==> src/rtl/int_timer_pkg.sv <==
// Shared constants for the interrupt timer: register offsets, CTRL/STATUS bit
// positions and the default bus address of the register window.
package int_timer_pkg;

    localparam logic [31:0] DEFAULT_ADDR_BASE = 32'hF000_0000;

    typedef enum logic [1:0] {
        REG_CTRL   = 2'd0,
        REG_LOAD   = 2'd1,
        REG_COUNT  = 2'd2,
        REG_STATUS = 2'd3
    } reg_off_e;

    localparam int CTRL_EN          = 0;
    localparam int CTRL_AUTO_RELOAD = 1;
    localparam int CTRL_TIE         = 2;
    localparam int CTRL_EIE         = 3;
    localparam int CTRL_WIDTH       = 4;

    localparam int STAT_TPEND = 0;
    localparam int STAT_EPEND = 1;

endpackage

==> src/rtl/int_timer_if.sv <==
// Single-cycle core data-bus slice seen by the timer: address, write data and
// strobe in; combinational read data and window select out.
interface int_timer_if;
    logic [31:0] addr;
    logic [31:0] wdata;
    logic        we;
    logic [31:0] rdata;
    logic        sel;

    modport master (output addr, wdata, we, input rdata, sel);
    modport slave  (input addr, wdata, we, output rdata, sel);
endinterface

==> src/rtl/int_timer_sync_edge.sv <==
// Multi-flop synchronizer followed by a rising-edge detector; emits a one-cycle
// pulse per clean 0->1 transition of an asynchronous input.
module sync_edge #(
    parameter int STAGES = 2
) (
    input  logic clk,
    input  logic rst,
    input  logic async_in,
    output logic rise_pulse
);

    logic [STAGES-1:0] sync_q;
    logic              prev_q;
    logic [STAGES:0]   armed_q;

    // NOTE: sequential state uses non-blocking assignments so every flop samples pre-edge values.
    always_ff @(posedge clk or posedge rst) begin
        if (rst) begin
            sync_q  <= '0;
            prev_q  <= 1'b0;
            armed_q <= '0;
        end else begin
            sync_q  <= {sync_q[STAGES-2:0], async_in};
            prev_q  <= sync_q[STAGES-1];
            armed_q <= {armed_q[STAGES-1:0], 1'b1};
        end
    end

    // Detection stays off until prev_q holds a real sample, so a level already
    // high at reset release is not mistaken for an edge.
    assign rise_pulse = armed_q[STAGES] & sync_q[STAGES-1] & ~prev_q;

endmodule

==> src/rtl/int_timer.sv <==
// Memory-mapped down-counting timer with one-shot/auto-reload modes and a
// synchronized external interrupt input, merged onto a single level request.
module int_timer
    import int_timer_pkg::*;
#(
    parameter logic [31:0] ADDR_BASE   = DEFAULT_ADDR_BASE,
    parameter int          SYNC_STAGES = 2
) (
    input  logic         clk,
    input  logic         rst,
    int_timer_if.slave   bus,
    input  logic         ext_irq,
    output logic         INT0
);

    logic [CTRL_WIDTH-1:0] ctrl_q;
    logic [31:0]           load_q;
    logic [31:0]           count_q;
    logic                  tpend_q;
    logic                  epend_q;

    reg_off_e    off;
    logic        wr;
    logic        expire;
    logic        ext_rise;
    logic [31:0] rd_mux;
    logic        unused_addr_bits;

    assign bus.sel          = (bus.addr[31:4] == ADDR_BASE[31:4]);
    assign off              = reg_off_e'(bus.addr[3:2]);
    assign wr               = bus.sel && bus.we;
    assign expire           = ctrl_q[CTRL_EN] && (count_q == 32'd0);
    assign unused_addr_bits = &{1'b0, bus.addr[1:0]};

    sync_edge #(.STAGES(SYNC_STAGES)) u_ext_sync (
        .clk        (clk),
        .rst        (rst),
        .async_in   (ext_irq),
        .rise_pulse (ext_rise)
    );

    always_ff @(posedge clk or posedge rst) begin
        if (rst) begin
            ctrl_q  <= '0;
            load_q  <= '0;
            count_q <= '0;
            tpend_q <= 1'b0;
            epend_q <= 1'b0;
        end else begin
            // A CTRL write overrides the one-shot self-disable in the same cycle.
            if (wr && off == REG_CTRL)
                ctrl_q <= bus.wdata[CTRL_WIDTH-1:0];
            else if (expire && !ctrl_q[CTRL_AUTO_RELOAD])
                ctrl_q[CTRL_EN] <= 1'b0;

            if (wr && off == REG_LOAD)
                load_q <= bus.wdata;

            if (wr && off == REG_LOAD)
                count_q <= bus.wdata;
            else if (expire)
                count_q <= ctrl_q[CTRL_AUTO_RELOAD] ? load_q : 32'd0;
            else if (ctrl_q[CTRL_EN])
                count_q <= count_q - 32'd1;

            // Setting a pending bit takes priority over a same-cycle W1C.
            if (expire)
                tpend_q <= 1'b1;
            else if (wr && off == REG_STATUS && bus.wdata[STAT_TPEND])
                tpend_q <= 1'b0;

            if (ext_rise)
                epend_q <= 1'b1;
            else if (wr && off == REG_STATUS && bus.wdata[STAT_EPEND])
                epend_q <= 1'b0;
        end
    end

    // NOTE: assign a default first in always_comb so no path can infer a latch.
    always_comb begin
        rd_mux = '0;
        unique case (off)
            REG_CTRL:   rd_mux = {{(32-CTRL_WIDTH){1'b0}}, ctrl_q};
            REG_LOAD:   rd_mux = load_q;
            REG_COUNT:  rd_mux = count_q;
            REG_STATUS: rd_mux = {30'd0, epend_q, tpend_q};
        endcase
    end

    assign bus.rdata = bus.sel ? rd_mux : 32'd0;
    assign INT0      = (tpend_q & ctrl_q[CTRL_TIE]) | (epend_q & ctrl_q[CTRL_EIE]);

endmodule

==> src/flat_wrapper.sv <==
// flat-port wrapper written by rule: the top's interface ports become plain ports
module int_timer_flat import int_timer_pkg::*;
#(
    parameter logic [31:0] ADDR_BASE   = DEFAULT_ADDR_BASE,
    parameter int          SYNC_STAGES = 2
)
  (clk, rst, ext_irq, INT0, bus_addr, bus_wdata, bus_we, bus_rdata, bus_sel);
  int_timer_if bus_i ();
  input  logic clk;
  input  logic rst;
  input  logic ext_irq;
  output logic INT0;
  input wire logic [$bits(bus_i.addr)-1:0] bus_addr;
  input wire logic [$bits(bus_i.wdata)-1:0] bus_wdata;
  input wire logic [$bits(bus_i.we)-1:0] bus_we;
  output wire logic [$bits(bus_i.rdata)-1:0] bus_rdata;
  output wire logic [$bits(bus_i.sel)-1:0] bus_sel;
  assign bus_i.addr = bus_addr;
  assign bus_i.wdata = bus_wdata;
  assign bus_i.we = bus_we;
  assign bus_rdata = bus_i.rdata;
  assign bus_sel = bus_i.sel;
  int_timer #(.ADDR_BASE(ADDR_BASE), .SYNC_STAGES(SYNC_STAGES)) u_core (.clk(clk), .rst(rst), .bus(bus_i), .ext_irq(ext_irq), .INT0(INT0));
endmodule
==> config.mk <==
export PLATFORM = sky130hd
export DESIGN_NAME = int_timer_flat
export DESIGN_NICKNAME = d
export VERILOG_FILES = /design/src/rtl/int_timer_pkg.sv /design/src/rtl/int_timer_if.sv /design/src/rtl/int_timer_sync_edge.sv /design/src/rtl/int_timer.sv /design/src/flat_wrapper.sv
export SDC_FILE = /design/constraint.sdc
export NUM_CORES = 1
export LEC_CHECK = 0
export ABC_CLOCK_PERIOD_IN_PS = 3300
export BUFFER_PORTS_ARGS = -buffer_cell sky130_fd_sc_hd__buf_4
export CORE_ASPECT_RATIO = 0.9
export CORE_MARGIN = 2
export CORE_UTILIZATION = 55
export DETAILED_ROUTE_END_ITERATION = 10
export PLACE_DENSITY = 0.83
export SKIP_CTS_REPAIR_TIMING = 1
export SLEW_MARGIN = 20
export SYNTH_ARGS = -nofsm -noshare
export SYNTH_HDL_FRONTEND = slang
export SYNTH_SLANG_ARGS = --single-unit
==> constraint.sdc <==
create_clock -name clk -period 3.3 [get_ports clk]
set_input_delay 0.165 -clock clk [delete_from_list [all_inputs] [get_ports clk]]
set_output_delay 0.165 -clock clk [all_outputs]
set_load 0.05 [all_outputs]
* After elaboration in Yosys (flattened, before gate mapping) *
Index checks and enable logic that the tools add are counted.

storage, ports and cells
  flip-flop bits (word level) = 76
  word-level logic and storage cells = 47

operators by class
  $add $sub $neg = 1
  equal/unequal tests = 4
  muxes and demuxes = 12
  bitwise logic cells = 6
  reduce and logical (&&, ||, !) cells = 15

operator list
  kind                                                                    number
  32-bit two-way mux                                                      5
  32-bit case mux with 4 select lines                                     1
  32-bit zero test                                                        1
  32-bit by 1-bit subtractor with 32-bit output (second input constant)   1
  28-bit equality test (second input constant)                            1
  1-bit logical AND                                                       8
  1-bit two-way mux                                                       6
  2-bit nonzero test                                                      3
  1-bit AND                                                               4
  2-bit equality test (second input constant)                             2
  3-bit nonzero test                                                      1
  2-bit by 1-bit equality test with 1-bit output (second input constant)  1
  2-bit zero test                                                         1
  1-bit zero test                                                         1
  1-bit NOT                                                               1
  1-bit OR                                                                1

* Logic depth before layout (Yosys ltp) *
  depth after elaboration = 6
  mapped depth = 11
  mapped depth without buffers = 8

* By module *
From an unflattened synthesis, not the netlist that was laid out.

unflattened totals
  cells, all modules = 553
  area total of the unflattened synthesis = 4628.2 um2

modules (own cells, without submodules)
  module     times used  cells each  area each (um2)
  int_timer  1           544         4461.8
  sync_edge  1           9           166.4

* Least setup slack after synthesis *
OpenSTA, ideal clock, no wires.

  kind = register to register
  from = reg u_core.count_q[0]
  to = reg u_core.count_q[5]
  arrival = 2.609 ns
  path slack = 0.565 ns
  cell stages (with the launch flop) = 12
  buffers on the path = 3
  clock period less this slack = 2.735 ns
  path through = dfrtp_1 > inv_1 > ha_1 > or4b_1 > buf_2 > or4b_4 > nor3b_4 > buf_6 > buf_6 > nor2_1 > a311oi_1 > nor2_1

between the ends
  cells in the longest elaborated chain, start to end = 4
  elaborated cells between the ends (all ways) = 7

RTL lines
  what                                                                                      RTL line                          text
  from (decl)                                                                               int_timer.sv:18                   logic [31:0] count_q;
  from (signal assigned)                                                                    int_timer.sv:60                   count_q <= bus.wdata;
  from (signal assigned)                                                                    int_timer.sv:62                   count_q <= ctrl_q[CTRL_AUTO_RELOAD] ? load_q : 32'd0;
  from (signal assigned)                                                                    int_timer.sv:64                   count_q <= count_q - 32'd1;
  32-bit by 1-bit subtractor with 32-bit output / 32-bit zero test (equally long branches)  int_timer.sv:64, int_timer.sv:32
  32-bit two-way mux / 1-bit logical AND (equally long branches)                            int_timer.sv:63, int_timer.sv:32
  32-bit two-way mux                                                                        int_timer.sv:61                   else if (expire)
  32-bit two-way mux                                                                        int_timer.sv:59                   if (wr && off == REG_LOAD)

Several ways; a longest one is shown, not always the timed one. The select of a mux whose other input is x is not followed.
A chain may end at the register's enable or synchronous reset.

* Final worst setup path *
  from = reg u_core.count_q[0]
  to = reg u_core.count_q[0]

Same word-level chain as after synthesis.

==> impl_metrics.yaml <==
yosys:
  synthesis.area_per_instance_um2: 8.06
  synth.mux.area_fraction_pct: 3.04
  share_of_synthesized_flip_flops_with_an_asynchronous_set_or_reset_pct: 100
  synth_xor_xnor_area_share_pct: 2.49
  netlist_area_um2: 4570
  synth_compound_gate_area_share_pct: 19.1
  synth_edf_count: 0
  synth_top_family_by_area: "simple AND/OR/NAND/NOR gates"
  mappedNetlistNets: 636
  synthesis.instances: 567
  synth_flop_type: "dfrtp_1"
  synth_seq_cells: 76
  synthAdderAreaFrac_pct: 0.274
  yosysSeqAreaShare_pct: 41.6
  synthSimpleGateAreaFrac_pct: 28.5
  yosys_warnings: 0
  synth_cell_types: 61
critical_path:
  worstRegToRegCells: 9
  path_max_fanout: 19
  critPathKind: "flop to flop"
  cp.required_ns: 3.53
  end_kind: "flop"
  timing.critical_path.arrival_ns: 3.36
  startpoint_type: "flop"
grt:
  grtUsageMet1_pct: 42.5
  busiest_layer: "met2"
  number_of_global_route_vias_before_repair: 4526
  antenna_violations_before_repair: 0
  grt_max_degree: 53
  grt_usage_pct: 30.5
  met2_usage_grt_pct: 46.6
  grt_util_met3_pct: 6.73
  grt_first_pass_wirelength_um: 22100
  grt_remaining_overflow: 0
route:
  wirelength_um: 13400
  route.antenna.remaining_nets: 0
  drc_violations_left: 0
  routed_via_density: 6.26
  wire_per_inst_um: 17.7
  drt_pass1_iterations: 5
  drt_iter0_drc: 480
  num_vias: 4735
sta:
  setup_viol_count_final: 0
  fmaxAchievable_mhz: 319
  timing.slew.headroom_pct: 39.9
  final_hold_viol_count: 50
  fin_crit_ns: 3.13
  grt_setup_unrepaired: "no"
  worst_clock_skew_ns: 0.00744
  finalHoldWorstSlack_ns: -0.0229
  slew_viol_final: 0
  timing.setup.tns_ns: 0
  layout_worst_path_cycle_share_pct: 94.9
  max_slew.worst_pin.slew_ns: 0.901
floorplan:
  core_area_um2: 8070
  die_w_um: 100
  fp.dieH_um: 90.5
  rows: 31
  design.die.area_um2: 9060
  starting_density_of_the_core_pct: 56.7
  ports_placed_on_the_boundary: 102
clock_tree:
  clock_path_buffers: 2
  cts.htree.levels: 3
  cts-buffers-inserted: 9
  cts.sink_count: 76
  ctsRootBufferMaster: "clkbuf_8"
  clock_tree_from_tritoncts: "done"
  clkTransAtPathRegs_ns: 0.08
  clk_latency_ns: 0.36
placement:
  gp_congestion: 0.951
  dp_hpwl_um: 8970
  io_buffers: 99
  placed_instance_count: 739
hold_path:
  min_path_type: "input pin to async pin"
layout:
  layout.cells.most_common_list: "123 x nand2_1, 117 x buf_4, 76 x dfrtp_1, 68 x nor2_1, 33 x a22oi_1"
  layout.cells.non_filler: 756
  most_common_library_cell_in_the_layout_ignoring_fill_and_taps: "nand2_1"
  areaGrowthSynthToFinish_pct: 22.6
  num_antenna_cells: 0
  filler_cell_count: 637
  drive_gt1_share_pct: 22.8
  nNetsFinal: 721
  postLayoutCoreUtil_pct: 69.5
run_status:
  failing_checks: "negative hold slack"
  outcome: "complete, but fails checks"
flow_run:
  cap_violations: 0
power_and_ir_drop:
  cell_pwr_density_nw_per_um2: 318
  p_leak_nw: 2.62
  vdd.ir_drop.worst_mv: 0.317
[registers in the layout, indices dropped and copies added, names as in the netlist]
signal	flops
u_core.u_ext_sync.armed_q	3
u_core.tpend_q	1
u_core.u_ext_sync.sync_q	2
u_core.load_q	32
u_core.count_q	32
u_core.ctrl_q	4
u_core.u_ext_sync.prev_q	1
u_core.epend_q	1
[Yosys cell counts (10+ instances only)]
cell	number	share of area, %
or3_1	14	1.9
a21oi_1	26	2.8
dfrtp_1	76	42
and3_1	10	1.4
nand2_1	123	10
clkbuf_1	33	2.7
nor2_1	68	5.6
o21ai_0	19	2.1
a31oi_1	10	1.4
nor3_1	15	1.6
nand3_1	11	1.2
a22oi_1	33	5.4
nor4_1	15	2.1
[path summary, 6_finish.rpt]
kind	start	endpoint	slack, ns
max	u_core.count_q[0]	u_core.count_q[0]	0.17
min	rst	u_core.load_q[29]	-0.02
max reg2reg	u_core.count_q[0]	u_core.count_q[0]	0.17
min reg2reg	u_core.u_ext_sync.armed_q[1]	u_core.u_ext_sync.armed_q[2]	0.36
max in group asynchronous	rst	u_core.load_q[11]	2.56
min in group clk	bus_wdata[29]	u_core.load_q[29]	0.01
[per-layer routing]
layer | vias up | wire, µm
met1 | 2220 | 5520
met5 | - | 0
li1 | 2187 | -
met3 | 41 | 1320
met2 | 287 | 6160
met4 | 0 | 350
[layout make-up]
type,count,area [µm²],share of cell area (%)
Inverter,8,31.3,0.558
Clock buffer,10,138,2.46
Multi-Input combinational cell,439,2460,43.8
Sequential cell,76,1900,33.9
Clock inverter,6,63.8,1.14
Timing Repair Buffer,118,888,15.9
Tap cell,99,124,2.21
[power breakdown]
part           switching, mW  internal (mW)
logic                 0.0595         0.0623
registers            0.00139          0.934
clock network          0.357          0.368
[through the flow]
| stage | setup WS, ns | cell area, µm² | total power [mW] |
|---|---|---|---|
| after floorplan | 0.565 | 4570 | 0.993 |
| after global placement | 0.420 | 5390 | 1.07 |
| after detailed placement | 0.323 | 5390 | 1.07 |
| after CTS | 0.206 | 5590 | 1.79 |
| after global routing | 0.104 | 5600 | 1.84 |
| final | 0.169 | 5600 | 1.78 |
[critical path: stages, from the launching register on]
cell and delay (ns):
dfrtp_1 0.46, inv_1 0.12, ha_1 0.21, or4b_1 0.50
or4b_4 0.65, nor3b_4 0.23, buf_4 0.27, nor2_1 0.08
a311oi_1 0.33, o31ai_1 0.14
[kinds of logic (layout without fill, tap and decap cells)]
kind of cell / after synthesis / count (layout)
AND/OR/NAND/NOR: 283 / 283
AO/OA/AOI/OAI: 130 / 130
flip-flops: 76 / 76
buffers and inverters: 52 / 142
XOR/XNOR: 13 / 13
multiplexers: 11 / 11
adder cells (fa/ha/maj): 1 / 1
other: 1 / 1
Power figures use the tool's default switching activity.
